--- src/rtl/mano_control_unit.sv ---
// Fetch/decode/execute sequencer for the 8-bit Mano-style basic computer.
// Sole master of the 16x8 memory; holds PC, AR, IR, DR, AC and E.
module mano_control_unit (
  input  logic       CLK,
  input  logic       RST,
  input  logic [7:0] MEM_RDATA,
  output logic [3:0] MEM_AR,
  output logic       MEM_READ,
  output logic       MEM_WRITE,
  output logic [7:0] MEM_WDATA,
  output logic [7:0] AC,
  output logic       E,
  output logic [3:0] PC,
  output logic       HALT
);

  typedef enum logic [2:0] {
    T0 = 3'd0, T1 = 3'd1, T2 = 3'd2, T3 = 3'd3,
    T4 = 3'd4, T5 = 3'd5, T6 = 3'd6
  } sc_t;

  localparam logic [2:0] OP_AND = 3'd0;
  localparam logic [2:0] OP_ADD = 3'd1;
  localparam logic [2:0] OP_LDA = 3'd2;
  localparam logic [2:0] OP_STA = 3'd3;
  localparam logic [2:0] OP_BUN = 3'd4;
  localparam logic [2:0] OP_BSA = 3'd5;
  localparam logic [2:0] OP_ISZ = 3'd6;

  sc_t        r_sc;
  sc_t        w_sc_nxt;
  logic [3:0] r_pc;
  logic [3:0] r_ar;
  logic [7:0] r_ir;
  logic [7:0] r_dr;
  logic [7:0] r_ac;
  logic       r_e;
  logic       r_halt;
  logic       r_read;
  logic       r_write;
  logic [7:0] r_wdata;

  logic [2:0] w_op;
  logic       w_i;
  logic       w_rr;
  logic       w_rd_op;
  logic       w_wr_op;
  logic       w_rd_nxt;
  logic       w_wr_nxt;
  logic [7:0] w_ac_rr;

  assign w_op = r_ir[6:4];
  assign w_i  = r_ir[7];
  assign w_rr = (w_op == 3'd7);

  assign w_rd_op = (w_op == OP_AND) || (w_op == OP_ADD) ||
                   (w_op == OP_LDA) || (w_op == OP_ISZ);
  assign w_wr_op = (w_op == OP_STA) || (w_op == OP_BSA);

  // State register
  always_ff @(posedge CLK) begin
    if (RST) r_sc <= T0;
    else     r_sc <= w_sc_nxt;
  end

  // Next-state
  always_comb begin
    w_sc_nxt = T0;
    unique case (r_sc)
      T0: w_sc_nxt = r_halt ? T0 : T1;
      T1: w_sc_nxt = T2;
      T2: w_sc_nxt = T3;
      T3: w_sc_nxt = w_rr ? T0 : T4;
      T4: w_sc_nxt = (w_op == OP_STA || w_op == OP_BUN) ? T0 : T5;
      T5: w_sc_nxt = (w_op == OP_ISZ) ? T6 : T0;
      T6: w_sc_nxt = T0;
      default: w_sc_nxt = T0;
    endcase
  end

  // Strobes registered from the state being entered
  always_comb begin
    w_rd_nxt = 1'b0;
    w_wr_nxt = 1'b0;
    unique case (1'b1)
      (w_sc_nxt == T1): w_rd_nxt = 1'b1;
      (w_sc_nxt == T3): w_rd_nxt = !w_rr && w_i;
      (w_sc_nxt == T4): begin
        w_rd_nxt = w_rd_op;
        w_wr_nxt = w_wr_op;
      end
      (w_sc_nxt == T6): w_wr_nxt = 1'b1;
      default: ;
    endcase
  end

  // Register-reference: CLA, then CMA, then INC
  always_comb begin
    w_ac_rr = r_ac;
    if (r_ir[3]) w_ac_rr = 8'h00;
    if (r_ir[2]) w_ac_rr = ~w_ac_rr;
    if (r_ir[1]) w_ac_rr = w_ac_rr + 8'd1;
  end

  // BSA bumps AR together with the PC load so MEM_AR holds after the write
  always_ff @(posedge CLK) begin
    if (RST) begin
      r_pc    <= 4'h0;
      r_ar    <= 4'h0;
      r_ir    <= 8'h00;
      r_dr    <= 8'h00;
      r_ac    <= 8'h00;
      r_e     <= 1'b0;
      r_halt  <= 1'b0;
      r_read  <= 1'b0;
      r_write <= 1'b0;
      r_wdata <= 8'h00;
    end else if (!r_halt) begin
      r_read  <= w_rd_nxt;
      r_write <= w_wr_nxt;
      unique case (r_sc)
        T0: r_ar <= r_pc;
        T1: begin
          r_ir <= MEM_RDATA;
          r_pc <= r_pc + 4'd1;
        end
        T2: begin
          r_ar <= r_ir[3:0];
          if (!w_rr && w_op == OP_STA) r_wdata <= r_ac;
          if (!w_rr && w_op == OP_BSA) r_wdata <= {4'h0, r_pc};
        end
        T3: begin
          if (w_rr) begin
            if (!w_i) begin
              r_ac   <= w_ac_rr;
              r_halt <= r_ir[0];
            end
          end else if (w_i) begin
            r_ar <= MEM_RDATA[3:0];
          end
        end
        T4: begin
          if (w_rd_op) r_dr <= MEM_RDATA;
          if (w_op == OP_ISZ) r_wdata <= MEM_RDATA + 8'd1;
          if (w_op == OP_BUN) r_pc <= r_ar;
        end
        T5: begin
          unique case (w_op)
            OP_AND: r_ac <= r_ac & r_dr;
            OP_ADD: {r_e, r_ac} <= {1'b0, r_ac} + {1'b0, r_dr};
            OP_LDA: r_ac <= r_dr;
            OP_BSA: begin
              r_pc <= r_ar + 4'd1;
              r_ar <= r_ar + 4'd1;
            end
            OP_ISZ: r_dr <= r_dr + 8'd1;
            default: ;
          endcase
        end
        T6: if (r_dr == 8'h00) r_pc <= r_pc + 4'd1;
        default: ;
      endcase
    end
  end

  assign MEM_AR    = r_ar;
  assign MEM_READ  = r_read;
  assign MEM_WRITE = r_write;
  assign MEM_WDATA = r_wdata;
  assign AC        = r_ac;
  assign E         = r_e;
  assign PC        = r_pc;
  assign HALT      = r_halt;

endmodule
--- config.mk ---
export PLATFORM = sky130hd
export DESIGN_NAME = mano_control_unit
export DESIGN_NICKNAME = d
export VERILOG_FILES = /design/src/rtl/mano_control_unit.sv
export SDC_FILE = /design/constraint.sdc
export NUM_CORES = 1
export LEC_CHECK = 0
export ABC_AREA = 1
export ABC_CLOCK_PERIOD_IN_PS = 1650
export CORE_MARGIN = 2
export CORE_UTILIZATION = 52
export CTS_CLUSTER_DIAMETER = 200
export DETAILED_ROUTE_END_ITERATION = 12
export PLACE_DENSITY = 0.8
export SYNTH_ARGS = -nofsm -noshare
export SYNTH_HDL_FRONTEND = slang
export SYNTH_SLANG_ARGS = --single-unit
--- constraint.sdc ---
create_clock -name CLK -period 1.65 [get_ports CLK]
set_input_delay 0.33 -clock CLK [delete_from_list [all_inputs] [get_ports CLK]]
set_output_delay 0.33 -clock CLK [all_outputs]
set_load 0.03 [all_outputs]
# After elaboration in Yosys (flattened, before gate mapping)
# Cells that the tools add are included.
totals:
  reg_bits: 47
  inputBits: 10
  output_inout_bits: 28
  wordCells: 105
op_classes:
  addsub: 6
  eq_ne: 29
  muxes: 32
  bitwise: 3
  n_reduce_logical: 24
ops:
  columns: ["operator", "count"]
  rows:
  - ["2-to-1 mux 8 bit", 10]
  - ["case mux 8 bit (2 select lines)", 3]
  - ["case mux 4 bit (4 select lines)", 2]
  - ["== test 3 bit, second input constant", 9]
  - ["adder 8 x 1 -> 8 bit, second input constant", 3]
  - ["case mux 8 bit (3 select lines)", 1]
  - ["2-to-1 mux 4 bit", 5]
  - ["inequality test 2 bit, second input constant", 10]
  - ["case mux 3 bit (6 select lines)", 1]
  - ["== test 3 x 2 -> 1 bit, second input constant", 5]
  - ["AND reduction 5 bit", 3]
  - ["adder 8 x 8 -> 9 bit", 1]
  - ["== test 3 x 1 -> 1 bit, second input constant", 3]
  - ["2-to-1 mux 3 bit", 3]
  - ["adder 4 x 1 -> 4 bit, second input constant", 2]
  - ["AND 8 bit", 1]
  - ["zero test 8 bit", 1]
  - ["inverter 8 bit", 1]
  - ["AND reduction 4 bit", 2]
  - ["nonzero test 4 bit", 2]
  - ["zero test 3 bit", 2]
  - ["nonzero test 2 bit", 3]
  - ["logical OR 1 bit", 5]
  - ["2-to-1 mux 1 bit", 5]
  - ["9 further kinds", 11]

# Longest topological paths before layout
depth:
  ltp_word: 8
  depth_mapped: 15
  ltp_nobuf: 15

# Worst setup path after synthesis
# Ideal clock, no wire load.
synth_timing:
  path_type: "reg2reg"
  from: "reg r_ac[0] (netlist: AC[0])"
  to: "reg r_ac[6] (netlist: AC[6])"
  setup_ns: 0.109
  arrival_ns: 1.842
  required_time_ns: 1.541
  setup_slack_ns: -0.301
  stages_incl_launch_ff: 16
  path_buffers: 0
  period_less_slack_ns: 1.951
  cell_sequence: "dfxtp_1 > ha_1 > inv_1 > fa_1 > inv_1 > nand3_1 > nand2_1 > nand2_1 > nand2_1 > nand2_1 > nand3_1 > nand2_1 > nand2_1 > nand3_1 > nand2_1 > inv_1"
synth_via:
  elab_chain_len: 8
  elab_cells_between_ends: 10
  classes_between: "2 x add/sub; 7 x mux; 1 x bitwise"
synth_lines:
  columns: ["item", "line", "text"]
  rows:
  - ["from (decl)", "36", "logic [7:0] r_ac;"]
  - ["from (signal assigned)", "135", "r_ac <= w_ac_rr;"]
  - ["from (signal assigned)", "149", "OP_AND: r_ac <= r_ac & r_dr;"]
  - ["from (signal assigned)", "150", "OP_ADD: {r_e, r_ac} <= {1'b0, r_ac} + {1'b0, r_dr};"]
  - ["2-to-1 mux 8 bit", "100", "if (r_ir[3]) w_ac_rr = 8'h00;"]
  - ["inverter 8 bit", "101", "if (r_ir[2]) w_ac_rr = ~w_ac_rr;"]
  - ["2-to-1 mux 8 bit", "101", null]
  - ["adder 8 x 1 -> 8 bit", "102", "if (r_ir[1]) w_ac_rr = w_ac_rr + 8'd1;"]
  - ["2-to-1 mux 8 bit", "102", null]
  - ["2-to-1 mux 8 bit", "134", "if (!w_i) begin"]
  - ["2-to-1 mux 8 bit", "133", "if (w_rr) begin"]
  - ["case mux 8 bit (2 select lines) (*)", "121", "unique case (r_sc)"]
# Every way passes the cells marked *; elsewhere a longest branch is shown, timed or not. The select of a mux whose other input is x is not followed.
# A chain may end at the register's enable or synchronous reset.

# Worst setup path after layout
layout_timing:
  from: "reg r_sc[1]"
  to: "reg r_ac[1] (netlist: AC[1])"
layout_via:
  elab_chain_len: 3
  elab_cells_between_ends: 8
  classes_between: "5 x eq/ne; 1 x mux; 2 x reduce/logical"
layout_lines:
  columns: ["item", "line", "text"]
  rows:
  - ["from (decl)", "30", "sc_t r_sc;"]
  - ["from (signal assigned)", "63", "else r_sc <= w_sc_nxt;"]
  - ["== test 3 bit or == test 3 x 2 -> 1 bit (tied branches)", "121", null]
  - ["inequality test 4 bit (no source line), or another cell as far along", null, null]
  - ["AND reduction 5 bit (no source line)", null, null]
# Parallel ways exist; a longest one is shown, timed or not.

==> out/metrics.csv <==
metric,value,unit
layout overhead on the synthesized area,41.7,%
Final Instance Area,4870,µm²
Least-Margin Pin Slew,0.420,ns
Seq pwr share,0.392,
Tot GR Track Use,0.315,
RSZ-0062 raised after global routing,true,
via/cell ratio,5.96,
Ys Warns,0,
root buffer selected by CTS,clkbuf_8,
# rows,29,
top cell type's share of synthesized area,0.274,
most common cell in the netlist,nand2_1,
Die Y,85.3,µm
share of layout cells above drive strength 1,0.306,
I/O pin cnt,38,
Routed Antenna Nets,0,
clk buf depth,2,
antenna violations before repair,0,
Final Hold Fails,0,
synth top area cells,"dfxtp_1 27%, nand2_1 13%, a21oi_1 8.0%, inv_1 7.8%, o21ai_0 7.3%",
Synthesized Nets,564,
WP data arrival,1.93,ns
Critical-path top delay cell,dfxtp_2,
Pleak,2.27,nW
hold_buf cts,0,
Worst Path Buf+Inv,2,
worst-path cell chain,nand2_1 -> nor2_4 -> inv_2 -> o21ai_2 -> nor2_2 -> nand3_4 -> clkinv_2 -> o21ai_0 -> nor2_1,
Cell Int Power,2.12,mW
first-pass GRT wire length,18300,µm
CP max FO,6,
R2R Setup Slk,-0.08,ns
Peak Freq,579,MHz
WL final,12600,µm
Worst Setup Start Kind,flip-flop,
DRT iter0 DRCs,657,
Setup-failing EPs final,5,
Clock power frac,0.272,
Vias,4323,
TritonRoute pass-1 iters,8,
DPL Wire Length,8660,µm
Sw Ratio,0.370,
RePlAce Congestion,0.962,
CTS tree,done,
H-tree Lvls,2,
Worst Hold Class,flip-flop to flip-flop,
CTS Buf Count,5,
Die W,85.3,µm
Pwr Density,692,nW/µm²
Slew Limit Headroom,0.717,
max-cap check violation count,0,
# DRC,0,
Overall Power,3.37,mW
failing checks,negative setup slack,
"Largest delay share family, worst path",simple AND/OR/NAND/NOR gates,
largest net degree at the start of global routing,31,
Starting Density,0.538,
fin nets,672,
Avg Inst Size Synth,6.38,µm²
CP Capture Type,flip-flop,
Mapped Area,3440,µm²
FILL cells,478,
CP peak stage delay,0.38,ns
asr flop ratio synth,0,
Synth top cells by count,"116 x nand2_1, 71 x inv_1, 55 x a21oi_1, 50 x o21ai_0, 47 x dfxtp_1",
core area,6390,µm²
post-synthesis cell count,539,
Clock Skew,0.0106,ns
"flops & latches, synth",47,
final core occ,0.763,
peak supply drop,0.571,mV
final worst-path cycle share,1.05,
vias in the first global route,3788,
CP required,1.86,ns
Num Clock Sinks,47,
Die Area,7280,µm²
I/O Buffers,37,
Worst-path clk slew,0.10,ns
Comb power frac,0.336,
Clock Latency Late Sink,0.32,ns
Setup CP Type,flip-flop to flip-flop,
routed length per instance,17.3,µm
n_diodes,0,
Post-DP Area,4380,µm²
Tmin final,1.73,ns
setup ws final,-0.0778,ns
Post-synth EDFFs,0,
GRT Residual Overflow,0,
status,finished with violations,
"Seq/Total Area, Yosys",0.274,
NetSw,1.25,mW
Cell variety after synth,38,
Slew Limit Fails,0,
Synth area leader,dfxtp_1,
Post-synth top flop,dfxtp_1,
-- worst min-delay path, delay by kind of cell (launching register included) --
kind / cells / cell delay [ns]
AO/OA/AOI/OAI: 1 / 0.05
flip-flops: 1 / 0.32
AND/OR/NAND/NOR: 1 / 0.08
-- path summary, 6_finish.rpt --
path | to | startpoint | cells after the start
hold / removal | MEM_WDATA[2]$_SDFFE_PP0P_ | MEM_WDATA[2]$_SDFFE_PP0P_ | 2
setup reg to reg | AC[1]$_SDFFE_PP0P_ | r_sc[1]$_SDFF_PP0_ | 9
setup / recovery | AC[1]$_SDFFE_PP0P_ | r_sc[1]$_SDFF_PP0_ | 9
hold reg to reg | MEM_WDATA[2]$_SDFFE_PP0P_ | MEM_WDATA[2]$_SDFFE_PP0P_ | 2
-- sequential cells by signal (all words and copies together), names as in the netlist --
| name | cells |
|---|---|
| AC | 8 |
| MEM_WDATA | 8 |
| r_dr | 8 |
| r_ir | 8 |
| MEM_AR | 4 |
| PC | 4 |
| r_sc | 3 |
| E | 1 |
| HALT | 1 |
| MEM_READ | 1 |
| MEM_WRITE | 1 |
-- metrics by stage --
step	setup TNS [ns]	cells	hold slack (ns)	setup slack, ns
floorplan	-0.0303	539	0.461	-0.0303
global placement	-0.868	704	0.468	-0.204
global route	-1.06	725	0.506	-0.228
detailed placement	-1.28	704	0.472	-0.245
finish	-0.217	725	0.487	-0.0778
CTS	-0.0556	719	0.486	-0.0336
-- cell families (layout without fill, tap and decap cells) --
group / after synthesis / count (layout) / share of synthesized area
DFF: 47 / 47 / 0.274
AOI/OAI and AO/OA: 153 / 153 / 0.257
buffers and inverters: 94 / 203 / 0.109
adders and majority gates: 15 / 15 / 0.0568
xor gates and xnor gates: 8 / 8 / 0.0204
and+or+nand+nor: 222 / 222 / 0.283
-- layout make-up --
| type | count | area [µm²] | area share |
|---|---|---|---|
| Clock buffer | 5 | 68.8 | 0.0141 |
| Clock inverter | 3 | 45.0 | 0.00924 |
| Inverter | 80 | 322 | 0.0660 |
| Multi-Input combinational cell | 398 | 2390 | 0.490 |
| Sequential cell | 47 | 978 | 0.201 |
| Tap cell | 77 | 96.3 | 0.0198 |
| Timing Repair Buffer | 114 | 967 | 0.199 |
| Timing Repair inverter | 1 | 5.00 | 0.00103 |
-- layout by cell type, fill, tap and decap left out, types with 8 or more instances in the layout --
cell	netlist	final
a21oi_1	55	46
a21oi_2	7	15
a31oi_1	10	10
buf_4	0	70
clkdlybuf4s50_1	0	9
dfxtp_1	47	29
dfxtp_2	0	12
dlygate4sd2_1	0	25
ha_1	14	9
inv_1	71	63
inv_2	6	9
nand2_1	116	101
nand2_2	2	16
nand3_1	43	37
nor2_1	38	29
nor2_2	4	8
o21ai_0	50	45
o21ai_1	7	8
-- power groups by stage --
stage	logic [mW]	registers [mW]	clock network, mW
global route	1.22	1.33	0.955
floorplan	0.488	1.41	0
CTS	1.00	1.30	0.911
finish	1.13	1.32	0.915
detailed placement	1.00	1.33	0
global placement	0.982	1.33	0
-- repair_timing --
action	4_1_cts	5_1_grt
setup buffers	7	5
pin swaps	6	11
gates cloned	0	1
gates resized for setup	45	84
setup endpoints to repair	42	31
-- per-layer routing --
layer | global-route usage | wire length (µm) | up-vias
met5 | 0 | 0 | -
met4 | 0.114 | 419 | 0
met3 | 0.0477 | 1220 | 56
met2 | 0.506 | 5830 | 274
met1 | 0.428 | 5100 | 1975
li1 | - | - | 2018
No activity file was read; power rests on OpenSTA's default activity.
